===== src/rtl/div_pkg.sv =====
// Shared types and helpers for the iterative RV32M divider.
// Contents: div_state_t (controller states), div_op_t (decoded operation),
// DIV_WIDTH (default operand width), and helpers that decode the one-hot
// select and classify the resulting operation.
package div_pkg;

    localparam int unsigned DIV_WIDTH = 32;

    typedef enum logic [1:0] {
        IDLE,
        CALC,
        FIX,
        DONE
    } div_state_t;

    typedef enum logic [2:0] {
        OP_NONE,
        OP_DIV,
        OP_DIVU,
        OP_REM,
        OP_REMU
    } div_op_t;

    // One-hot select to operation. An all-zero select decodes to OP_NONE.
    function automatic div_op_t decode_op(input logic sel_div, input logic sel_divu,
                                          input logic sel_rem, input logic sel_remu);
        div_op_t op;
        op = OP_NONE;
        if (sel_div)       op = OP_DIV;
        else if (sel_divu) op = OP_DIVU;
        else if (sel_rem)  op = OP_REM;
        else if (sel_remu) op = OP_REMU;
        return op;
    endfunction

    function automatic logic op_signed(input div_op_t op);
        return (op == OP_DIV) || (op == OP_REM);
    endfunction

endpackage


===== src/rtl/div_if.sv =====
// Request/response bundle between the decoder/pipeline and div_unit.
// master: drives start, flush, operands and the one-hot select.
// slave : the divider; drives busy, done, result and zero_flag.
interface div_if #(
    parameter int unsigned WIDTH = div_pkg::DIV_WIDTH
);
    logic             start;
    logic             flush;
    logic [WIDTH-1:0] operand_a;
    logic [WIDTH-1:0] operand_b;
    logic             div_sel_div;
    logic             div_sel_divu;
    logic             div_sel_rem;
    logic             div_sel_remu;
    logic             busy;
    logic             done;
    logic [WIDTH-1:0] result;
    logic             zero_flag;

    modport master (
        output start, flush, operand_a, operand_b,
               div_sel_div, div_sel_divu, div_sel_rem, div_sel_remu,
        input  busy, done, result, zero_flag
    );

    modport slave (
        input  start, flush, operand_a, operand_b,
               div_sel_div, div_sel_divu, div_sel_rem, div_sel_remu,
        output busy, done, result, zero_flag
    );
endinterface


===== src/rtl/div_step.sv =====
// One radix-2 restoring division step (purely combinational).
// Ports: rem/quo  current partial remainder and quotient/dividend shift reg
//        dvs      divisor magnitude
//        rem_c/quo_c  values after one shift + trial subtract
module div_step #(
    parameter int unsigned WIDTH = 32
) (
    input  logic [WIDTH-1:0] rem,
    input  logic [WIDTH-1:0] quo,
    input  logic [WIDTH-1:0] dvs,
    output logic [WIDTH-1:0] rem_c,
    output logic [WIDTH-1:0] quo_c
);

    logic [WIDTH:0] shifted;
    logic [WIDTH:0] diff;

    // Trial subtract on WIDTH+1 bits; diff[WIDTH] set means it went negative.
    // A restored value is below the divisor, so it always fits WIDTH bits.
    always_comb begin
        shifted = {rem, quo[WIDTH-1]};
        diff    = shifted - {1'b0, dvs};
        rem_c   = diff[WIDTH] ? shifted[WIDTH-1:0] : diff[WIDTH-1:0];
        quo_c   = {quo[WIDTH-2:0], ~diff[WIDTH]};
    end

endmodule


===== src/rtl/div_unit.sv =====
// Iterative radix-2 restoring divider for DIV/DIVU/REM/REMU.
// Ports: clk, rst_n (async active-low), bus (div_if.slave): start, flush,
//        operand_a/b, one-hot select in; busy, done, result, zero_flag out.
// Build option: DIV_SPECIAL_FAST_EN -- divide-by-zero and signed overflow
//        skip CALC/FIX and finish in the cycle after acceptance.
module div_unit
    import div_pkg::*;
#(
    parameter int unsigned WIDTH = DIV_WIDTH
) (
    input logic  clk,
    input logic  rst_n,
    div_if.slave bus
);

    localparam int unsigned CW = $clog2(WIDTH);
    localparam logic [WIDTH-1:0] MIN_NEG = {1'b1, {(WIDTH-1){1'b0}}};

    div_state_t       state_q, state_d;
    logic [CW-1:0]    cnt_q;
    logic [WIDTH-1:0] rem_q, quo_q, dvs_q, a_q;
    div_op_t          op_q;
    logic             neg_quo_q, neg_rem_q, bz_q, ovf_q;
    logic [WIDTH-1:0] result_q;
    logic             zero_q, busy_q, done_q;

    div_op_t          op_c;
    logic             sgn_c, bz_c, ovf_c, accept_c, fast_c;
    logic [WIDTH-1:0] a_mag_c, b_mag_c;
    logic [WIDTH-1:0] step_rem_c, step_quo_c;
    logic [WIDTH-1:0] quo_fix_c, rem_fix_c, fix_res_c;

    function automatic logic [WIDTH-1:0] pick(input div_op_t op,
                                              input logic [WIDTH-1:0] q,
                                              input logic [WIDTH-1:0] r);
        logic [WIDTH-1:0] res;
        res = '0;
        case (op)
            OP_DIV, OP_DIVU: res = q;
            OP_REM, OP_REMU: res = r;
            default:         res = '0;
        endcase
        return res;
    endfunction

    // Operand conditioning at acceptance: magnitudes and special-case flags.
    always_comb begin
        op_c    = decode_op(bus.div_sel_div, bus.div_sel_divu, bus.div_sel_rem, bus.div_sel_remu);
        sgn_c   = op_signed(op_c);
        a_mag_c = (sgn_c && bus.operand_a[WIDTH-1]) ? WIDTH'(-bus.operand_a) : bus.operand_a;
        b_mag_c = (sgn_c && bus.operand_b[WIDTH-1]) ? WIDTH'(-bus.operand_b) : bus.operand_b;
        bz_c    = (bus.operand_b == '0);
        ovf_c   = sgn_c && (bus.operand_a == MIN_NEG) && (bus.operand_b == '1);
    end

    div_step #(.WIDTH(WIDTH)) u_step (
        .rem   (rem_q),
        .quo   (quo_q),
        .dvs   (dvs_q),
        .rem_c (step_rem_c),
        .quo_c (step_quo_c)
    );

    // Sign correction with explicit overrides for the architectural special cases.
    always_comb begin
        quo_fix_c = neg_quo_q ? WIDTH'(-quo_q) : quo_q;
        rem_fix_c = neg_rem_q ? WIDTH'(-rem_q) : rem_q;
        if (bz_q) begin
            quo_fix_c = '1;
            rem_fix_c = a_q;
        end else if (ovf_q) begin
            quo_fix_c = a_q;
            rem_fix_c = '0;
        end
        fix_res_c = pick(op_q, quo_fix_c, rem_fix_c);
    end

`ifdef DIV_SPECIAL_FAST_EN
    logic [WIDTH-1:0] fast_res_c;
    always_comb begin
        fast_c     = bz_c || ovf_c;
        fast_res_c = pick(op_c, bz_c ? '1 : bus.operand_a, bz_c ? bus.operand_a : '0);
    end
`else
    always_comb fast_c = 1'b0;
`endif

    // Next-state logic; flush wins over start in every state.
    always_comb begin
        state_d  = state_q;
        accept_c = 1'b0;
        case (state_q)
            IDLE, DONE: begin
                if (bus.flush) begin
                    state_d = IDLE;
                end else if (bus.start) begin
                    accept_c = 1'b1;
                    state_d  = fast_c ? DONE : CALC;
                end else begin
                    state_d = IDLE;
                end
            end
            CALC: begin
                if (bus.flush)          state_d = IDLE;
                else if (cnt_q == '0)   state_d = FIX;
            end
            FIX: begin
                state_d = bus.flush ? IDLE : DONE;
            end
            default: state_d = IDLE;
        endcase
    end

    // State, datapath and registered outputs.
    always_ff @(posedge clk or negedge rst_n) begin
        if (!rst_n) begin
            state_q   <= IDLE;
            cnt_q     <= '0;
            rem_q     <= '0;
            quo_q     <= '0;
            dvs_q     <= '0;
            a_q       <= '0;
            op_q      <= OP_NONE;
            neg_quo_q <= 1'b0;
            neg_rem_q <= 1'b0;
            bz_q      <= 1'b0;
            ovf_q     <= 1'b0;
            result_q  <= '0;
            zero_q    <= 1'b1;
            busy_q    <= 1'b0;
            done_q    <= 1'b0;
        end else begin
            state_q <= state_d;
            busy_q  <= (state_d == CALC) || (state_d == FIX);
            done_q  <= (state_d == DONE);
            if (accept_c) begin
                cnt_q     <= CW'(WIDTH - 1);
                rem_q     <= '0;
                quo_q     <= a_mag_c;
                dvs_q     <= b_mag_c;
                a_q       <= bus.operand_a;
                op_q      <= op_c;
                neg_quo_q <= sgn_c && (bus.operand_a[WIDTH-1] ^ bus.operand_b[WIDTH-1]) && !bz_c;
                neg_rem_q <= sgn_c && bus.operand_a[WIDTH-1];
                bz_q      <= bz_c;
                ovf_q     <= ovf_c;
`ifdef DIV_SPECIAL_FAST_EN
                if (fast_c) begin
                    result_q <= fast_res_c;
                    zero_q   <= (fast_res_c == '0);
                end
`endif
            end else if (state_q == CALC) begin
                rem_q <= step_rem_c;
                quo_q <= step_quo_c;
                if (cnt_q != '0) cnt_q <= cnt_q - CW'(1);
            end
            if (state_q == FIX && !bus.flush) begin
                result_q <= fix_res_c;
                zero_q   <= (fix_res_c == '0);
            end
        end
    end

    assign bus.busy      = busy_q;
    assign bus.done      = done_q;
    assign bus.result    = result_q;
    assign bus.zero_flag = zero_q;

endmodule


===== src/flat_wrapper.sv =====
// flat-port wrapper written by rule: the top's interface ports become plain ports
module div_unit_flat import div_pkg::*;
#(
    parameter int unsigned WIDTH = DIV_WIDTH
)
  (clk, rst_n, bus_start, bus_flush, bus_operand_a, bus_operand_b, bus_div_sel_div, bus_div_sel_divu, bus_div_sel_rem, bus_div_sel_remu, bus_busy, bus_done, bus_result, bus_zero_flag);
  div_if #(.WIDTH(WIDTH)) bus_i ();
  input logic clk;
  input logic rst_n;
  input wire logic [$bits(bus_i.start)-1:0] bus_start;
  input wire logic [$bits(bus_i.flush)-1:0] bus_flush;
  input wire logic [$bits(bus_i.operand_a)-1:0] bus_operand_a;
  input wire logic [$bits(bus_i.operand_b)-1:0] bus_operand_b;
  input wire logic [$bits(bus_i.div_sel_div)-1:0] bus_div_sel_div;
  input wire logic [$bits(bus_i.div_sel_divu)-1:0] bus_div_sel_divu;
  input wire logic [$bits(bus_i.div_sel_rem)-1:0] bus_div_sel_rem;
  input wire logic [$bits(bus_i.div_sel_remu)-1:0] bus_div_sel_remu;
  output wire logic [$bits(bus_i.busy)-1:0] bus_busy;
  output wire logic [$bits(bus_i.done)-1:0] bus_done;
  output wire logic [$bits(bus_i.result)-1:0] bus_result;
  output wire logic [$bits(bus_i.zero_flag)-1:0] bus_zero_flag;
  assign bus_i.start = bus_start;
  assign bus_i.flush = bus_flush;
  assign bus_i.operand_a = bus_operand_a;
  assign bus_i.operand_b = bus_operand_b;
  assign bus_i.div_sel_div = bus_div_sel_div;
  assign bus_i.div_sel_divu = bus_div_sel_divu;
  assign bus_i.div_sel_rem = bus_div_sel_rem;
  assign bus_i.div_sel_remu = bus_div_sel_remu;
  assign bus_busy = bus_i.busy;
  assign bus_done = bus_i.done;
  assign bus_result = bus_i.result;
  assign bus_zero_flag = bus_i.zero_flag;
  div_unit #(.WIDTH(WIDTH)) u_core (.clk(clk), .rst_n(rst_n), .bus(bus_i));
endmodule

===== config.mk =====
export PLATFORM = sky130hd
export DESIGN_NAME = div_unit_flat
export DESIGN_NICKNAME = d
export VERILOG_FILES = /design/src/rtl/div_pkg.sv /design/src/rtl/div_if.sv /design/src/rtl/div_step.sv /design/src/rtl/div_unit.sv /design/src/flat_wrapper.sv
export SDC_FILE = /design/constraint.sdc
export NUM_CORES = 1
export LEC_CHECK = 0
export CAP_MARGIN = 15
export CORE_AREA = 5 5 142 158
export CTS_CLUSTER_SIZE = 8
export DETAILED_ROUTE_END_ITERATION = 8
export DIE_AREA = 0 0 147 163
export DONT_BUFFER_PORTS = 1
export PLACE_DENSITY = 0.8
export REMOVE_ABC_BUFFERS = 1
export SLEW_MARGIN = 25
export SYNTH_ARGS = -nofsm -noshare
export SYNTH_HDL_FRONTEND = slang
export SYNTH_SLANG_ARGS = --single-unit

===== constraint.sdc =====
create_clock -name clk -period 6.85 [get_ports clk]
set_clock_uncertainty 0.05 [all_clocks]
set_input_delay 1.0275 -clock clk [delete_from_list [all_inputs] [get_ports clk]]
set_output_delay 1.0275 -clock clk [all_outputs]
set_load 0.01 [all_outputs]

Word level (Yosys, flattened, before mapping)
Cells that the tools add are included.

storage, ports and cells
  bits in registers = 177
  word-level logic and storage cells = 89

operators by class
  $add $sub $neg = 6
  equality and inequality tests = 14
  muxes and demuxes = 30
  bitwise gates (word level) = 2
  reduce and logical (&&, ||, !) cells = 22

operator list
  operator              number
  $mux 32               13
  $neg 32->32           4
  $eq 32x32->1 const B  2
  $logic_not 32->1      2
  $pmux 32 s2           1
  $sub 33x32->33        1
  $mux 5                3
  $mux 3                4
  $eq 3x2->1 const B    3
  $eq 2x2->1 const B    4
  $mux 2                4
  $logic_and 1x1->1     7
  $eq 3x1->1 const B    2
  $pmux 2 s3            1
  $reduce_or 2->1       3
  $logic_not 5->1       1
  $reduce_bool 5->1     1
  $sub 5x1->5 const B   1
  $eq 2x1->1 const B    2
  $mux 1                4
  $reduce_bool 2->1     2
  $eq 3x3->1 const B    1
  $logic_not 1->1       2
  $logic_not 2->1       1
  other kinds (4)       5

Longest topological paths before layout
  depth in word-level cells = 9
  depth in mapped cells = 15
  mapped depth without buffers = 13

Cells and area by module
A second synthesis with hierarchy kept.

second synthesis, totals
  cells, all modules = 1613
  area, all modules = 13439.1 um^2

by module, submodules not included
  module    instances  cells an instance  area an instance (um^2)
  div_unit  1          1271               10950.5
  div_step  1          342                2488.6

Worst setup path before layout
OpenSTA, ideal clock, no wires.

  path type = input port to flip-flop
  start = in bus_operand_b[4]
  end = reg u_core.neg_quo_q
  setup time = 0.122 ns
  arrival = 3.113 ns
  required time = 6.678 ns
  slack = 3.566 ns
  stages = 8
  path through = nor4_1 > nand2_1 > or4_1 > nor4_1 > nand2_1 > nor2_1 > nand3b_1 > a32o_1

on the way
  word-level cells in the longest chain between the ends = 3

RTL lines
  what                  RTL line            source
  start, declared       flat_wrapper.sv:13  input wire logic [$bits(bus_i.operand_b)-1:0] bus_operand_b;
  $logic_not 32->1      div_unit.sv:52      bz_c = (bus.operand_b == '0);
  $logic_not 1->1       div_unit.sv:143     neg_quo_q <= sgn_c && (bus.operand_a[WIDTH-1] ^ bus.operand_b[WIDTH-1]) && !bz_c;
  $logic_and 1x1->1     div_unit.sv:143
  end signal, assigned  div_unit.sv:143
  end, declared         div_unit.sv:23      logic neg_quo_q, neg_rem_q, bz_q, ovf_q;

No other way between the ends.
A chain may end at the register's enable or synchronous reset.

Worst setup path in the final report
  start = reg u_core.rem_q[0]
  end = reg u_core.zero_q, in the netlist u_core.bus.zero_flag

on the way
  word-level cells in the longest chain between the ends = 6

RTL lines
  what                    RTL line         source
  start, declared         div_unit.sv:21   logic [WIDTH-1:0] rem_q, quo_q, dvs_q, a_q;
  start signal, assigned  div_unit.sv:154  rem_q <= step_rem_c;
  $neg 32->32             div_unit.sv:67   rem_fix_c = neg_rem_q ? WIDTH'(-rem_q) : rem_q;
  $mux 32 *               div_unit.sv:67
  $mux 32 *               div_unit.sv:71   end else if (ovf_q) begin
  $mux 32 *               div_unit.sv:68   if (bz_q) begin
  $pmux 32 s2 *           div_unit.sv:38   case (op)
  $logic_not 32->1 *      div_unit.sv:160  zero_q <= (fix_res_c == '0);
  end signal, assigned    div_unit.sv:160
  end, declared           div_unit.sv:25   logic zero_q, busy_q, done_q;

Every way passes the cells marked *; elsewhere a longest branch is shown, timed or not.

==> flow_summary.ini <==
[run_status]
outcome = finished clean

[pwr]
vdd_ir_drop_max_v = 0.0002402
comb_power_share = 0.474
netSwitchingFraction = 0.4351
share_of_total_power_in_sequential_cells = 0.320
cell_internal_power_uw = 2761
clock_power_share = 0.206
power.leakage_uw = 0.005792
power.density_mw_per_mm2 = 352.6
fin_total_pwr_uw = 4887
p_sw_uw = 2126

[die]
number_of_top_level_pins = 107
fp.coreArea_mm2 = 0.02081
initial_cell_density_of_the_core = 0.6352
num_rows = 56
design.die.area_mm2 = 0.02396
die-height_um = 163
die_width_um = 147

[route]
drt_drc_violations_left = 0
met3RoutedLength_um = 3008
1st_iter_drt_viols = 1337
dr.max_layer_used = met4
final_antenna_net_count = 0
wirelength_met1_um = 16410
dr.pass1.iters = 9
final_wirelength_um = 38710
routed-via-count = 12570
routed_vias_inst = 6.724
dr_wl_met2_um = 17540
routed_wire_length_per_instance_um = 20.70

[synthesis]
syn_area_mm2 = 0.01322
main_combinational_cell_family_by_area_after_synthesis = compound AO/OA/AOI/OAI gates
ys_seq_area_frac = 0.3352
netlist_cell_types = 78
synthesis.area_per_instance_um2 = 7.920
synthesis.instances = 1669
synth_flop_cell = dfrtp_1
count_of_synthesis_stage_warnings_from_yosys = 0
synth-simple-area-share = 0.2020
number_of_flip_flops_and_latches_in_the_synthesized_netlist = 177
number_of_synthesized_flops_with_an_enable_pin = 0
synth-compound-area-share = 0.2559
post_synth_fa_ha_maj_area_fraction = 0.04033
post_synth_xor_area_fraction = 0.08548
mux_cell_area_share_after_synthesis = 0.02764
share_of_flip_flops_with_an_asynchronous_set_or_reset_after_synthesis = 1.000

[clock_network]
cts.sinks = 177
path_clk_slew_ns = 0.07
root_buffer = clkbuf_16
clockBufferDepth = 2
clock_tree_from_tritoncts = done
cts-resized-gates = 0
cts_buffers = 17
h_tree_level_count = 4
post-cts-setup-buffers = 0
insertion_delay_ns = 0.44
ctsHoldBuffers = 0

[finish]
multi_input_comb_area_mm2 = 0.008098
nFillCells = 1807
final_common_cell = nand2_1
seq_area_mm2 = 0.004432
area_growth_syn_to_fin_pct = 4.866
final_cell_count_no_fill = 1870
final_layout_size_suffix_gt1_frac = 0.05158
design.final.nets = 1711
final_core_util = 0.6661
layout.cells.most_common_list = nand2_1 (244), o21ai_0 (180), dfrtp_1 (175)
antennaDiodeCount = 0

[sta]
setup-violations-final = 0
hold_viol_final = 0
rsz0062_at_grt = false
fin_ws_ns = 2.695
min_period_over_period = 0.6065
tightestPinTransition_ns = 1.165
final_slew_viol_count = 0
max_slew_margin = 0.2032
maximum_clock_frequency_mhz = 240.7
fin_tns_setup_ns = 0
finalWorstPathRequiredPeriod_ns = 4.155

[worst_setup_path]
cp_top_family = compound AO/OA/AOI/OAI gates
cp.required_ns = 7.15
timing.critical_path.slowest_cell_delay_ns = 0.99
crit_chain = inv_1 -> ha_1 -> or3b_2 -> or3_1 -> o31ai_1 -> xor2_1 -> o22ai_1 -> a2111oi_0 -> and4_1 -> nand4_1 -> o31ai_2
critical_path.n_buffers_inverters = 1
cp_max_fo = 11
r2r_slack_ns = 2.70
critical_path.endpoint_type = flop
crit_type = reg2reg
arrival_ns = 4.46
start_kind = flop
cpMaxStageDelayCell = a2111oi_0

[placement]
dp_cells = 1839
dp_hpwl_um = 28080
place.gp.congestion = 0.9740
portBuffers = 0
placement.setup.worst_slack_ns = 2.941

[grt]
gr-total-overflow = 0
grt_start_max_net_pins = 178
overall_fraction_of_global_route_tracks_in_use = 0.3185
grt_antenna_before_repair = 0
grt_pass1_wl_um = 61620
grt_pass1_vias = 11690

[min_path]
hold_path.class = in2async

[run]
cap_viol_max_count = 0
## kinds of logic after synthesis
kind of cell             count (synthesis)
AO/OA/AOI/OAI                          540
XOR/XNOR                               129
adder cells (fa/ha/maj)                 42
buffers and inverters                  185
flip-flops                             177
multiplexers                            36
AND/OR/NAND/NOR                        560
## registers in the layout, summed over array words and instances, names as in the netlist
signal,count
u_core.quo_q,32
u_core.bus.done,1
u_core.state_q,2
u_core.neg_rem_q,1
u_core.bus.busy,1
u_core.cnt_q,5
u_core.rem_q,32
u_core.op_q,3
u_core.ovf_q,1
u_core.dvs_q,32
u_core.bz_q,1
u_core.bus.zero_flag,1
u_core.bus.result,32
u_core.neg_quo_q,1
u_core.a_q,32
## cells in the mapped netlist, types with 26 or more instances
cell type | instances | area [um^2]
xnor2_1 | 86 | 753.2
o221ai_1 | 26 | 227.7
ha_1 | 41 | 513.0
dfrtp_1 | 176 | 4404
nor2_1 | 105 | 394.1
nor3_1 | 37 | 185.2
o31ai_1 | 28 | 210.2
nand3_1 | 26 | 130.1
clkbuf_1 | 96 | 360.4
o21ai_0 | 180 | 900.9
inv_1 | 76 | 285.3
mux2i_1 | 32 | 320.3
xor2_1 | 43 | 376.6
a21oi_1 | 131 | 655.6
nand2_1 | 244 | 915.9
a31oi_1 | 26 | 162.7
## layer usage
layer,GRT usage,vias up
met5,0,-
met3,0.05260,107
met2,0.4957,542
met1,0.4404,6047
met4,0.1428,0
li1,-,5877
## worst paths after layout
check	from	endpoint	depth (start not counted)
max	u_core.rem_q[0]$_DFFE_PN0P_	u_core.bus.zero_flag$_DFFE_PN1P_	11
min	rst_n	u_core.dvs_q[23]$_DFFE_PN0P_	0
max reg2reg	u_core.rem_q[0]$_DFFE_PN0P_	u_core.bus.zero_flag$_DFFE_PN1P_	11
min in group clk	u_core.dvs_q[9]$_DFFE_PN0P_	u_core.dvs_q[9]$_DFFE_PN0P_	2
max in group asynchronous	rst_n	u_core.neg_rem_q$_DFFE_PN0P_	0
min reg2reg	u_core.dvs_q[9]$_DFFE_PN0P_	u_core.dvs_q[9]$_DFFE_PN0P_	2
## power groups by stage
stage,combinational (uW),clock [uW],sequential (uW)
final,2310,1010,1570
after global routing,2560,1060,1590
after CTS,2280,1010,1550
after detailed placement,2260,0,1570
after global placement,2230,0,1560
after floorplan,1800,0,1460
## cell type report
cell class / instances / share of cell area
multi-input combinational: 1307 / 0.5842
sequential: 177 / 0.3197
clock buffer: 18 / 0.03168
tap: 261 / 0.02356
inverter: 78 / 0.02112
clock inverter: 13 / 0.01074
timing repair buffer: 16 / 0.008937
## stage by stage
step | cell area [um^2] | hold slack, ns
finish | 13860 | 0.2337
global route | 13860 | 0.2220
CTS | 13860 | 0.2252
detailed placement | 13270 | 0.4196
global placement | 13270 | 0.4135
floorplan | 12800 | 0.3899
No activity file was read; power rests on OpenSTA's default activity.
